### src/rtl/mpc_cstr_pkg.sv
// rtl/mpc_cstr_pkg.sv - shared modes, states and defaults for the constraint vector copy
package mpc_cstr_pkg;

    localparam int W_DEF = 21;

    typedef enum logic [1:0] {
        MODE_COPY = 2'b00,
        MODE_NEG  = 2'b01,
        MODE_BIAS = 2'b10,
        MODE_BOX  = 2'b11
    } mode_t;

    typedef enum logic [2:0] {
        S_IDLE = 3'd0,
        S_RD   = 3'd1,
        S_WR_P = 3'd2,
        S_WR_N = 3'd3,
        S_FIN  = 3'd4
    } state_t;

endpackage

### src/rtl/mpc_constraint_vec_copy_if.sv
// rtl/mpc_constraint_vec_copy_if.sv - block handshake plus source and destination RAM ports
interface mpc_constraint_vec_copy_if #(
    parameter int W      = 21,
    parameter int SRC_AW = 3,
    parameter int DST_AW = 5
);
    logic              ap_start;
    logic              ap_done;
    logic              ap_idle;
    logic              ap_ready;
    logic [SRC_AW-1:0] src_address0;
    logic              src_ce0;
    logic [W-1:0]      src_q0;
    logic [DST_AW-1:0] h_address0;
    logic              h_ce0;
    logic              h_we0;
    logic [W-1:0]      h_d0;

    modport master (
        input  ap_start,
        output ap_done, ap_idle, ap_ready,
        output src_address0, src_ce0,
        input  src_q0,
        output h_address0, h_ce0, h_we0, h_d0
    );

    modport slave (
        output ap_start,
        input  ap_done, ap_idle, ap_ready,
        input  src_address0, src_ce0,
        output src_q0,
        input  h_address0, h_ce0, h_we0, h_d0
    );
endinterface

### src/rtl/mpc_sat_sub.sv
// rtl/mpc_sat_sub.sv - W-bit signed a-b with clamp to the representable range
module mpc_sat_sub #(
    parameter int W = 21
) (
    input  logic [W-1:0] a_i,
    input  logic [W-1:0] b_i,
    output logic [W-1:0] y_o
);
    localparam logic [W-1:0] MAX_V = {1'b0, {(W-1){1'b1}}};
    localparam logic [W-1:0] MIN_V = {1'b1, {(W-1){1'b0}}};

    logic [W:0] diff;

    assign diff = {a_i[W-1], a_i} - {b_i[W-1], b_i};

    // Overflow shows as the two top bits of the W+1-bit difference disagreeing.
    always_comb begin
        y_o = diff[W-1:0];
        if (diff[W] != diff[W-1]) begin
            y_o = diff[W] ? MIN_V : MAX_V;
        end
    end
endmodule

### src/rtl/mpc_constraint_vec_copy.sv
// rtl/mpc_constraint_vec_copy.sv - copies L source words into h at a base offset with optional transform
module mpc_constraint_vec_copy
    import mpc_cstr_pkg::*;
#(
    parameter int W      = W_DEF,
    parameter int SRC_AW = 3,
    parameter int DST_AW = 5,
    parameter int LEN_W  = 4
) (
    input  logic                     ap_clk,
    input  logic                     ap_rst,
    mpc_constraint_vec_copy_if.master bus,
    input  logic [LEN_W-1:0]         len,
    input  logic [DST_AW-1:0]        dst_base,
    input  logic [1:0]               mode,
    input  logic [W-1:0]             bias
);
    state_t             state_q, state_d;
    logic [LEN_W-1:0]   len_q, len_d;
    logic [DST_AW-1:0]  base_q, base_d;
    mode_t              mode_q, mode_d;
    logic [W-1:0]       bias_q, bias_d;
    logic [LEN_W-1:0]   idx_q, idx_d;
    logic [W-1:0]       hold_q, hold_d;

    logic               ready, done, idle;
    logic [SRC_AW-1:0]  src_addr;
    logic               src_ce;
    logic [DST_AW-1:0]  h_addr;
    logic               h_ce;
    logic [W-1:0]       h_d;

    logic [W-1:0]       sat_a, sat_b, sat_y, fval;
    logic [DST_AW-1:0]  wr_off;
    logic               last_rd, more_rd;

    // idx_q counts issued reads, so the word in flight belongs to element idx_q-1.
    assign wr_off  = DST_AW'(idx_q) - DST_AW'(1);
    assign last_rd = ((LEN_W+1)'(idx_q) + (LEN_W+1)'(1)) == (LEN_W+1)'(len_q);
    assign more_rd = idx_q < len_q;

    // One subtractor serves both 0-x and bias-x; in the box negative phase x is the held word.
    assign sat_a = (mode_q == MODE_BIAS) ? bias_q : '0;
    assign sat_b = (state_q == S_WR_N) ? hold_q : bus.src_q0;
    assign fval  = (mode_q == MODE_COPY || mode_q == MODE_BOX) ? bus.src_q0 : sat_y;

    mpc_sat_sub #(.W(W)) u_sat (
        .a_i (sat_a),
        .b_i (sat_b),
        .y_o (sat_y)
    );

    always_ff @(posedge ap_clk) begin
        if (ap_rst) begin
            state_q <= S_IDLE;
            len_q   <= '0;
            base_q  <= '0;
            mode_q  <= MODE_COPY;
            bias_q  <= '0;
            idx_q   <= '0;
            hold_q  <= '0;
        end else begin
            state_q <= state_d;
            len_q   <= len_d;
            base_q  <= base_d;
            mode_q  <= mode_d;
            bias_q  <= bias_d;
            idx_q   <= idx_d;
            hold_q  <= hold_d;
        end
    end

    always_comb begin
        state_d  = state_q;
        len_d    = len_q;
        base_d   = base_q;
        mode_d   = mode_q;
        bias_d   = bias_q;
        idx_d    = idx_q;
        hold_d   = hold_q;
        ready    = 1'b0;
        done     = 1'b0;
        idle     = 1'b0;
        src_addr = '0;
        src_ce   = 1'b0;
        h_addr   = '0;
        h_ce     = 1'b0;
        h_d      = '0;

        case (state_q)
            S_IDLE: begin
                idle = 1'b1;
                if (bus.ap_start) begin
                    ready   = 1'b1;
                    len_d   = len;
                    base_d  = dst_base;
                    mode_d  = mode_t'(mode);
                    bias_d  = bias;
                    idx_d   = '0;
                    state_d = (len == '0) ? S_FIN : S_RD;
                end
            end
            S_RD: begin
                src_ce   = 1'b1;
                src_addr = SRC_AW'(idx_q);
                idx_d    = idx_q + LEN_W'(1);
                if (mode_q == MODE_BOX) begin
                    state_d = S_WR_P;
                end else begin
                    if (idx_q != '0) begin
                        h_ce   = 1'b1;
                        h_addr = base_q + wr_off;
                        h_d    = fval;
                    end
                    if (last_rd) begin
                        state_d = S_WR_P;
                    end
                end
            end
            S_WR_P: begin
                h_ce   = 1'b1;
                h_addr = base_q + wr_off;
                h_d    = fval;
                if (mode_q == MODE_BOX) begin
                    hold_d  = bus.src_q0;
                    state_d = S_WR_N;
                end else begin
                    state_d = S_FIN;
                end
            end
            S_WR_N: begin
                h_ce   = 1'b1;
                h_addr = base_q + DST_AW'(len_q) + wr_off;
                h_d    = sat_y;
                if (more_rd) begin
                    src_ce   = 1'b1;
                    src_addr = SRC_AW'(idx_q);
                    idx_d    = idx_q + LEN_W'(1);
                    state_d  = S_WR_P;
                end else begin
                    state_d = S_FIN;
                end
            end
            S_FIN: begin
                done    = 1'b1;
                state_d = S_IDLE;
            end
            default: state_d = S_IDLE;
        endcase

        // Reset takes effect on strobes in the very cycle it is raised.
        if (ap_rst) begin
            ready    = 1'b0;
            done     = 1'b0;
            src_ce   = 1'b0;
            src_addr = '0;
            h_ce     = 1'b0;
            h_addr   = '0;
            h_d      = '0;
        end
    end

    assign bus.ap_ready     = ready;
    assign bus.ap_done      = done;
    assign bus.ap_idle      = idle;
    assign bus.src_address0 = src_addr;
    assign bus.src_ce0      = src_ce;
    assign bus.h_address0   = h_addr;
    assign bus.h_ce0        = h_ce;
    assign bus.h_we0        = h_ce;
    assign bus.h_d0         = h_d;
endmodule

### src/flat_wrapper.sv
// flat-port wrapper written by rule: the top's interface ports become plain ports
module mpc_constraint_vec_copy_flat import mpc_cstr_pkg::*;
#(
    parameter int W      = W_DEF,
    parameter int SRC_AW = 3,
    parameter int DST_AW = 5,
    parameter int LEN_W  = 4
)
  (ap_clk, ap_rst, len, dst_base, mode, bias, bus_ap_start, bus_ap_done, bus_ap_idle, bus_ap_ready, bus_src_address0, bus_src_ce0, bus_src_q0, bus_h_address0, bus_h_ce0, bus_h_we0, bus_h_d0);
  mpc_constraint_vec_copy_if #(.W(W), .SRC_AW(SRC_AW), .DST_AW(DST_AW)) bus_i ();
  input  logic ap_clk;
  input  logic ap_rst;
  input  logic [LEN_W-1:0] len;
  input  logic [DST_AW-1:0] dst_base;
  input  logic [1:0] mode;
  input  logic [W-1:0] bias;
  input wire logic [$bits(bus_i.ap_start)-1:0] bus_ap_start;
  output wire logic [$bits(bus_i.ap_done)-1:0] bus_ap_done;
  output wire logic [$bits(bus_i.ap_idle)-1:0] bus_ap_idle;
  output wire logic [$bits(bus_i.ap_ready)-1:0] bus_ap_ready;
  output wire logic [$bits(bus_i.src_address0)-1:0] bus_src_address0;
  output wire logic [$bits(bus_i.src_ce0)-1:0] bus_src_ce0;
  input wire logic [$bits(bus_i.src_q0)-1:0] bus_src_q0;
  output wire logic [$bits(bus_i.h_address0)-1:0] bus_h_address0;
  output wire logic [$bits(bus_i.h_ce0)-1:0] bus_h_ce0;
  output wire logic [$bits(bus_i.h_we0)-1:0] bus_h_we0;
  output wire logic [$bits(bus_i.h_d0)-1:0] bus_h_d0;
  assign bus_i.ap_start = bus_ap_start;
  assign bus_ap_done = bus_i.ap_done;
  assign bus_ap_idle = bus_i.ap_idle;
  assign bus_ap_ready = bus_i.ap_ready;
  assign bus_src_address0 = bus_i.src_address0;
  assign bus_src_ce0 = bus_i.src_ce0;
  assign bus_i.src_q0 = bus_src_q0;
  assign bus_h_address0 = bus_i.h_address0;
  assign bus_h_ce0 = bus_i.h_ce0;
  assign bus_h_we0 = bus_i.h_we0;
  assign bus_h_d0 = bus_i.h_d0;
  mpc_constraint_vec_copy #(.W(W), .SRC_AW(SRC_AW), .DST_AW(DST_AW), .LEN_W(LEN_W)) u_core (.ap_clk(ap_clk), .ap_rst(ap_rst), .bus(bus_i), .len(len), .dst_base(dst_base), .mode(mode), .bias(bias));
endmodule
### config.mk
export PLATFORM = sky130hd
export DESIGN_NAME = mpc_constraint_vec_copy_flat
export DESIGN_NICKNAME = d
export VERILOG_FILES = /design/src/rtl/mpc_cstr_pkg.sv /design/src/rtl/mpc_constraint_vec_copy_if.sv /design/src/rtl/mpc_sat_sub.sv /design/src/rtl/mpc_constraint_vec_copy.sv /design/src/flat_wrapper.sv
export SDC_FILE = /design/constraint.sdc
export NUM_CORES = 1
export LEC_CHECK = 0
export ABC_CLOCK_PERIOD_IN_PS = 7550
export CAP_MARGIN = 20
export CORE_AREA = 5 5 106 108
export CTS_CLUSTER_SIZE = 30
export DETAILED_ROUTE_END_ITERATION = 8
export DIE_AREA = 0 0 111 113
export HOLD_SLACK_MARGIN = 0.08
export PLACE_DENSITY = 0.78
export RECOVER_POWER = 100
export SYNTH_ARGS = -nofsm -noshare
export SYNTH_HDL_FRONTEND = slang
export SYNTH_SLANG_ARGS = --single-unit
### constraint.sdc
create_clock -name ap_clk -period 7.55 [get_ports ap_clk]
set_clock_uncertainty 0.1 [all_clocks]
set_input_delay 1.51 -clock ap_clk [delete_from_list [all_inputs] [get_ports ap_clk]]
set_output_delay 1.51 -clock ap_clk [all_outputs]
set_load 0.05 [all_outputs]
* Word-level counts from Yosys, hierarchy flattened
Cells that the tools add are included.
Storage, ports and cells: bits in registers 60, bits of input ports 56, output and inout bits 35, word-level logic and storage cells 76
Operators by class: add/sub/neg operators 7, magnitude comparators 1, equal/unequal tests 11, muxes and demuxes 39, reductions and logical operators 11
Operators by type and width (count):
- $mux W21 | 8
- $pmux W21 S3 | 1
- $mux W3 | 8
- $sub A21 B21 Y22 | 1
- $mux W5 | 3
- $pmux W5 S3 | 1
- $pmux W3 S4 | 1
- $pmux W4 S3 | 1
- $mux W1 | 11
- $add A5 B5 Y5 | 2
- $mux W4 | 2
- $eq A3 B2 Y1 const B | 2
- $pmux W3 S2 | 1
- $reduce_and A2 Y1 | 3
- $add A4 B1 Y5 const B | 1
- $add A5 B4 Y5 | 1
- $eq A5 B4 Y1 | 1
- $sub A4 B1 Y5 const B | 1
- $add A4 B1 Y4 const B | 1
- $eq A2 B2 Y1 const B | 2
- $logic_not A4 Y1 | 1
- $lt A4 B4 Y1 | 1
- $pmux W1 S2 | 2
- $reduce_bool A4 Y1 | 1
- 12 further kinds | 12

* Depth between registers and ports, before layout
Gate-level depths: netlist of the first run.
depth after elaboration 10, gate-level depth with buffers 21, depth with buffers taken out 17

* Hierarchy
A second synthesis of the first run with hierarchy kept.
Unflattened totals: cells, all modules 725, area, all modules 5089.9 sq um
By module, submodules not included:
- mpc_constraint_vec_copy | times used 1, cells an instance 517, area each 3689.8 sq um, sequential area each 1201.2 sq um
- mpc_sat_sub | times used 1, cells an instance 208, area each 1400.1 sq um, sequential area each 0.0 sq um

* Worst setup path after synthesis of the first run
No wires, ideal clock.
kind register to output, start reg u_core.state_q[2], end out bus_h_d0[18], arrival 5.371 ns, slack 0.569 ns, stages on the path, launching flop included 21, cell sequence dfxtp_1 -> clkbuf_1 -> nor2b_1 -> nand2_1 -> clkbuf_1 -> buf_1 -> nand2_1 -> nand2_1 -> ha_1 -> inv_1 -> fa_1 -> a211oi_2 -> o21bai_1 -> o31a_1 -> a221oi_2 -> o21ai_0 -> a21o_1 -> a21oi_1 -> xor2_1 -> maj3_1 -> a221oi_1
On the way: longest elaborated chain between the ends 10
Ends and longest elaborated chain:
- from (decl) | line mpc_constraint_vec_copy.sv:18 | state_t state_q, state_d;
- from (signal assigned) | line mpc_constraint_vec_copy.sv:63 | state_q <= state_d;
- $eq A3 B2 Y1 | line mpc_constraint_vec_copy.sv:44, mpc_constraint_vec_copy.sv:90
- $mux W21 | line mpc_constraint_vec_copy.sv:44 | assign sat_b = (state_q == S_WR_N) ? hold_q : bus.src_q0;
- $sub A21 B21 Y22 | line mpc_sat_sub.sv:14 | assign diff = {a_i[W-1], a_i} - {b_i[W-1], b_i};
- $mux W21 or $ne A1 B1 Y1 (tied branches) | line mpc_sat_sub.sv:20, mpc_sat_sub.sv:19
- $mux W21 | line mpc_sat_sub.sv:19 | if (diff[W] != diff[W-1]) begin
- $mux W21 | line mpc_constraint_vec_copy.sv:45 | assign fval = (mode_q == MODE_COPY || mode_q == MODE_BOX) ? bus.src_q0 : sat_y;
- $mux W21 | line mpc_constraint_vec_copy.sv:110 | if (idx_q != '0) begin
- $mux W21 | line mpc_constraint_vec_copy.sv:107 | if (mode_q == MODE_BOX) begin
- $pmux W21 S3 * | line mpc_constraint_vec_copy.sv:90 | case (state_q)
- $mux W21 * | line mpc_constraint_vec_copy.sv:152 | if (ap_rst) begin
- to (decl) | line flat_wrapper.sv:27 | output wire logic [$bits(bus_i.h_d0)-1:0] bus_h_d0;
Every way passes the cells marked *; elsewhere a longest branch is shown, timed or not.

* Final worst setup path of the first run
start in bus_src_q0[0], end out bus_h_d0[5]
On the way: longest elaborated chain between the ends 9
Ends and longest elaborated chain:
- from (decl) | line flat_wrapper.sv:23 | input wire logic [$bits(bus_i.src_q0)-1:0] bus_src_q0;
- $mux W21 * | line mpc_constraint_vec_copy.sv:44
- $sub A21 B21 Y22 * | line mpc_sat_sub.sv:14
- $mux W21 or $ne A1 B1 Y1 (tied branches) | line mpc_sat_sub.sv:20, mpc_sat_sub.sv:19
- $mux W21 * | line mpc_sat_sub.sv:19
- $mux W21 | line mpc_constraint_vec_copy.sv:45
- $mux W21 | line mpc_constraint_vec_copy.sv:110
- $mux W21 | line mpc_constraint_vec_copy.sv:107
- $pmux W21 S3 * | line mpc_constraint_vec_copy.sv:90
- $mux W21 * | line mpc_constraint_vec_copy.sv:152
Marks and branches as above.

==> results of run 1 <==
[power breakdown]
group	total (mW)	switching [mW]	internal [mW]	leakage, nW
Clock	0.288	0.137	0.150	0.0873
Sequential	0.399	0.0402	0.358	0.489
Combinational	0.753	0.460	0.293	2.02
[metal layers]
layer	routed length, µm	vias up	share of wire, %
li1	-	2439	-
met1	6230	2351	45
met2	6570	151	47
met3	847	17	6.1
met4	239	0	1.7
met5	0	-	0
[critical path, stage by stage]
cell and delay, ns:
clkdlybuf4s50_1 0.53, nand2_1 0.07, nand2_1 0.08, ha_1 0.16
inv_1 0.06, fa_1 0.43, a211oi_2 0.26, o21bai_1 0.11
o31a_1 0.30, a221oi_2 0.41, nor2_2 0.08, o21ai_2 0.23
xor2_4 0.20, maj3_1 0.39, a221oi_1 0.34, clkbuf_1 0.53
[cell usage after synthesis (all sizes together), types with 6 or more instances]
master and instances:
a21o 18, a21oi 83, a221oi 17, and2 27, buf 6, clkbuf 34, dfxtp 60, fa 7
ha 37, inv 31, maj3 11, mux2i 20, nand2 143, nor2 32, nor2b 6, nor3 9
o21ai 38, xnor2 13, xor2 16
[final cells by class]
class                      count  area, µm²  area share, %
multi-input combinational    533       3450           56.5
sequential                    60       1200           19.7
timing repair buffer          97        983           16.1
tap                          136        170           2.78
clock buffer                   9        124           2.03
inverter                      31        116           1.90
clock inverter                 6       66.3           1.08
[metrics by stage]
stage | std cells | hold slack (ns) | utilization (%) | setup slack [ns]
floorplan | 664 | 0.332 | - | 0.569
global route | 872 | 0.373 | 60.3 | 0.0626
global placement | 856 | 0.342 | 59.5 | 0.404
detailed placement | 856 | 0.346 | 59.5 | 0.293
CTS | 871 | 0.355 | 61.3 | 0.282
finish | 872 | 0.355 | 60.3 | 0.252
[cell usage in the layout, fill, tap and decap left out, types with 6 or more instances in the layout]
cell,count
xor2_1,15
buf_12,9
nor2_1,30
a21o_1,18
ha_1,37
clkdlybuf4s50_1,52
fa_1,7
nand2_1,143
a221oi_1,16
and2_1,27
maj3_1,11
clkbuf_8,9
dlygate4sd3_1,17
xnor2_1,13
o21ai_0,36
clkbuf_1,10
nor2b_1,6
mux2i_1,20
a21oi_1,83
dfxtp_1,60
buf_4,8
inv_1,31
nor3_1,9
[flip-flops by register name (all words and copies together), names as in the netlist]
signal and cells:
u_core.len_q 4, u_core.idx_q 4, u_core.mode_q 2, u_core.base_q 5, u_core.state_q 3, u_core.hold_q 21
u_core.bias_q 21
[path summary, 6_finish.rpt]
check	cells after the start	end	slack (ns)	startpoint
max	16	bus_h_d0[5]	0.25	bus_src_q0[0]
min	2	u_core.bias_q[10]	0.35	u_core.bias_q[10]
min reg2reg	2	u_core.bias_q[10]	0.35	u_core.bias_q[10]
max reg2reg	11	u_core.idx_q[2]	5.02	u_core.len_q[1]
[logic make-up (layout without fill, tap and decap cells)]
| logic type | after synthesis | in the layout | synth area share [%] |
|---|---|---|---|
| and+or+nand+nor | 245 | 245 | 22.5 |
| AOI/OAI and AO/OA | 184 | 184 | 23.5 |
| buffers and inverters | 71 | 143 | 5.63 |
| DFF | 60 | 60 | 24.5 |
| adders and majority gates | 55 | 55 | 14.5 |
| xor gates and xnor gates | 29 | 29 | 5.33 |
| muxes | 20 | 20 | 4.08 |
==> results.json, run 1 <==
{
  "synthCells": 664,
  "fin_crit_ns": 7.30,
  "place_hpwl_mm": 10.7,
  "drive_above_1_share_pct": 5.98,
  "seq_area_frac_synth_pct": 24.5,
  "fill_cells": 886,
  "synthFlopType": "dfxtp_1",
  "max_freq_mhz": 137,
  "ir_drop_mv": 0.212,
  "root_buffer": "clkbuf_8",
  "clk_pin_slew_worst_paths_ns": 0.06,
  "crit_path_end_kind": "primary output",
  "maxCapViolations": 1,
  "holdBufCountCts": 0,
  "place_congestion": 0.922,
  "synth-edff-count": 0,
  "grt_util_all_layers_pct": 21.8,
  "pin_count": 91,
  "fin_area_um2": 6110,
  "p_total_mw": 1.44,
  "synth_top_area_share_pct": 24.5,
  "htreeDepth": 3,
  "synthArstFlopShare_pct": 0,
  "insertion_delay_ns": 0.34,
  "yosys.area.top_type": "dfxtp_1",
  "cts_tree": "done",
  "slew_headroom_pct": -82.1,
  "fp-row-count": 37,
  "die_w_um": 111,
  "postCtsSetupRepairBufs": 0,
  "synth_nets": 764,
  "crit_type": "in -> out",
  "postSynthAreaPerCell_um2": 7.40,
  "setup-violations-final": 0,
  "port_buffers": 90,
  "outcome": "finished, violations left",
  "cp_max_fo": 14,
  "finalSetupTns_ns": 0,
  "n_antenna_cell": 0,
  "synthToLayoutAreaGrowth_pct": 24.5,
  "drt_iter0_drc": 314,
  "power.density_nw_per_um2": 236,
  "die_h_um": 113,
  "antenna_found_initial": 0,
  "die_area_um2": 12500,
  "netlist_area_um2": 4910,
  "drt_wl_total_mm": 13.9,
  "vias_per_cell": 5.69,
  "cts_buffer_depth": 2,
  "cp.arrival_ns": 5.69,
  "required_ns": 5.94,
  "violations": "max-capacitance violations, max-slew violations",
  "rsz0062_at_grt": "false",
  "start_util_pct": 48.4,
  "place_area_um2": 6030,
  "setup.worst_path.start_class": "input pin",
  "coreArea_um2": 10100,
  "grt_busiest_layer": "met2",
  "cts_buffers": 9,
  "yosysWarningCount": 0,
  "via_count": 4958,
  "grt_first_pass_wirelength_mm": 22.9,
  "hold_viol": 0,
  "wl_per_cell_um": 15.9,
  "cts.repair.resized": 0,
  "synth_cell_types": 53,
  "clock-sinks": 60,
  "grt_use_met3_pct": 4.76,
  "hold_path_class": "reg -> reg",
  "nNetsFinal": 832,
  "met2_usage_pct": 37.6,
  "report.final.slew_viol_count": 64,
  "globalRouteMet1Util_pct": 27.7,
  "tightest_slew_ns": 2.73,
  "grt_overflow": 0,
  "grt_max_degree": 64,
  "leakagePower_nw": 2.59,
  "grt_pass1_vias": 4814,
  "fin_crit_sh_pct": 96.7,
  "drc": 0,
  "yosys-top-cells-area": "dfxtp_1, nand2_1, ha_1",
  "drtAntennaViolNets": 0,
  "dr.pass1.iters": 5,
  "synth_seq_cells": 60
}
(Power assumes the default switching activity.)
==> run 2, diff against run 1 <==
--- a/config.mk
+++ b/config.mk
@@ -5,14 +5,16 @@
 export SDC_FILE = /design/constraint.sdc
 export NUM_CORES = 1
 export LEC_CHECK = 0
+export ABC_AREA = 1
 export ABC_CLOCK_PERIOD_IN_PS = 7550
 export CAP_MARGIN = 20
-export CORE_AREA = 5 5 106 108
+export CORE_AREA = 5 5 107 109
+export CTS_BUF_LIST = sky130_fd_sc_hd__clkbuf_8 sky130_fd_sc_hd__clkbuf_16
 export CTS_CLUSTER_SIZE = 30
 export DETAILED_ROUTE_END_ITERATION = 8
-export DIE_AREA = 0 0 111 113
+export DIE_AREA = 0 0 112 114
 export HOLD_SLACK_MARGIN = 0.08
-export PLACE_DENSITY = 0.78
+export PLACE_DENSITY = 0.83
 export RECOVER_POWER = 100
 export SYNTH_ARGS = -nofsm -noshare
 export SYNTH_HDL_FRONTEND = slang
==> run 2 against run 1 <==
Against the previous run: largest cell class unchanged; highest routed layer unchanged; the flow still finishes with violations (max-capacitance violations, max-slew violations); critical path type unchanged; non-clock buffer count is 3 higher; combinational power is 6.2% higher; worst setup slack improved by 0.41 ns.
==> results.json, run 2 <==
{
  "dr.pass1.iters": 5,
  "nNetsFinal": 1053,
  "port_buffers": 90,
  "place_area_um2": 6500,
  "fp-row-count": 38,
  "grt_max_degree": 44,
  "synth_cell_types": 37,
  "rsz0062_at_grt": "false",
  "mostFrequentLayoutCells": "nand2_1, inv_1, a21oi_1",
  "antenna_found_initial": 0,
  "cts_buffers": 9,
  "synth_nets": 984,
  "worst-path-buf-inv": 4,
  "netlist_area_um2": 5530,
  "violations": "max-capacitance violations, max-slew violations",
  "clk_pin_slew_worst_paths_ns": 0.07,
  "setup.worst_path.start_class": "input pin",
  "grt_use_met3_pct": 3.82,
  "crit_path_end_kind": "primary output",
  "maxCapViolations": 2,
  "globalRouteMet1Util_pct": 31.5,
  "min_to": "u_core.bias_q[4]",
  "p_total_mw": 1.55,
  "cp.arrival_ns": 5.28,
  "synthToLayoutAreaGrowth_pct": 21.8,
  "synthCells": 884,
  "stdcell_count": 1098,
  "synth-edff-count": 0,
  "top_regs": "u_core.bias_q x21, u_core.hold_q x21, u_core.base_q x5",
  "pin_count": 91,
  "synth_seq_cells": 60,
  "postSynthAreaPerCell_um2": 6.26,
  "setup-violations-final": 0,
  "grt_first_pass_wirelength_mm": 25.6,
  "finalSetupTns_ns": 0,
  "yosysWarningCount": 0,
  "synthArstFlopShare_pct": 0,
  "numPlacedInstances": 1082,
  "grt_pass1_vias": 5404,
  "root_buffer": "clkbuf_8",
  "min-delay-start": "u_core.bias_q[4]",
  "grt_util_all_layers_pct": 24.2,
  "insertion_delay_ns": 0.36,
  "synthFlopType": "dfxtp_1",
  "drtAntennaViolNets": 0,
  "cp_slowest_cell": "dlygate4sd3_1",
  "fin_area_um2": 6740,
  "cp_cell_sequence": "clkdlybuf4s50_1, nand2_1, nand2_1, ha_1, inv_1, fa_1, nand3_1, nand3_1, nand3_1, nand4_1, nand3_1, buf_4, nand2_2, a21oi_2, dlygate4sd3_1",
  "n_antenna_cell": 0,
  "fin_util_pct": 64.1,
  "drt_iter0_drc": 370,
  "report.final.slew_viol_count": 81,
  "holdBufCountCts": 0,
  "max_stage_delay_ns": 0.88,
  "wl_per_cell_um": 14.4,
  "yosys.area.top_type": "dfxtp_1",
  "start_util_pct": 52.7,
  "die_area_um2": 12800,
  "die_h_um": 114,
  "drive_above_1_share_pct": 8.46,
  "switching_power_mw": 0.698,
  "tightest_slew_ns": 1.80,
  "met2_usage_pct": 42.4,
  "r2r-start": "u_core.state_q[0]",
  "synth_top_area_share_pct": 21.7,
  "ys_top_cells_by_count": "nand2_1, inv_1, a21oi_1, o21ai_0, dfxtp_1",
  "place_congestion": 0.972,
  "yosys-top-cells-area": "dfxtp_1, nand2_1, a21oi_1",
  "drt_wl_total_mm": 15.8,
  "grt_busiest_layer": "met2",
  "final_common_cell": "nand2_1",
  "r2r_slack_ns": 4.73,
  "cts_buffer_depth": 2,
  "slew_headroom_pct": -20.0,
  "die_w_um": 112,
  "fin_crit_sh_pct": 91.2,
  "internal_power_mw": 0.854,
  "power.density_nw_per_um2": 230,
  "vias_per_cell": 5.34,
  "seq_area_frac_synth_pct": 21.7,
  "postCtsSetupRepairBufs": 0,
  "synth.most_common_cell": "nand2_1",
  "ir_drop_mv": 0.168,
  "ff2ff_path_depth": 8,
  "coreArea_um2": 10500,
  "max_freq_mhz": 145,
  "leakagePower_nw": 3.34,
  "cp_max_fo": 11,
  "comb_power_share_pct": 51.5,
  "htreeDepth": 3,
  "hold_viol": 0,
  "outcome": "finished, violations left",
  "grt_overflow": 0,
  "critical_path.top_delay_family": "buffers and inverters",
  "fin_crit_ns": 6.89,
  "power.share.clock_pct": 24.3,
  "whs_path_depth": 2,
  "r2r-end": "u_core.len_q[1]",
  "hold_path_class": "reg -> reg",
  "cts_tree": "done",
  "p_seq_share_pct": 24.2,
  "clock-sinks": 60,
  "p_sw_share_pct": 45.0,
  "drc": 0,
  "required_ns": 5.94,
  "via_count": 5863,
  "crit_type": "in -> out",
  "place_hpwl_mm": 11.7,
  "cts.repair.resized": 0,
  "crit_top_cell": "nand3_1"
}
==> run 2: power groups by stage <==
stage	Sequential [mW]	Combinational [mW]	Clock, mW
3_5_place_dp	0.382	0.800	0
5_1_grt	0.380	0.889	0.391
2_1_floorplan	0.376	0.611	0
3_3_place_gp	0.381	0.783	0
6_report	0.376	0.800	0.377
4_1_cts	0.376	0.807	0.377
==> run 2: through the flow <==
stage               setup slack [ns]  hold WS (ns)
finish                         0.662         0.363
global route                   0.381         0.384
CTS                            0.746         0.366
detailed placement             0.750         0.354
global placement               0.851         0.350
floorplan                       2.03         0.341
==> run 2: tightest hold or removal path, cell delays in order, from the launching register on <==
cell	delay [ns]
dfxtp_1	0.31
nand2_1	0.06
a21oi_1	0.05
==> run 2: kinds of logic (layout without fill, tap and decap cells) <==
logic type | count (synthesis) | in the layout | share of synthesized area, %
fa+ha+maj | 44 | 44 | 10.9
buf+inv | 164 | 238 | 11.8
flops | 60 | 60 | 21.7
simple gates | 378 | 378 | 31.0
compound gates | 214 | 214 | 20.8
xor+xnor | 24 | 24 | 3.80
==> run 2: worst max-delay path by stage <==
stage,endpoint,startpoint,cells after the start
5_1_grt,bus_h_d0[15],u_core.state_q[1],19
6_report,bus_h_d0[11],bus_src_q0[0],15
4_1_cts,bus_h_d0[15],bus_src_q0[0],15
2_1_floorplan,bus_h_d0[2],bus_src_q0[0],13
3_5_place_dp,bus_h_d0[15],bus_src_q0[0],15
3_3_place_gp,bus_h_d0[16],bus_src_q0[0],15
==> run 2: layout make-up <==
class	count	area (µm²)
clock buffer	10	138
sequential	60	1200
clock inverter	6	111
fill	959	3770
inverter	122	458
tap	140	175
timing repair buffer	100	965
multi-input combinational	660	3690
==> run 2: routing by layer <==
metal / wire, µm / vias to the layer above / share of wire, %
met4: 183 / 0 / 1.2
li1: - / 2989 / -
met5: 0 / - / 0
met1: 7040 / 2679 / 45
met2: 7590 / 176 / 48
met3: 974 / 19 / 6.2
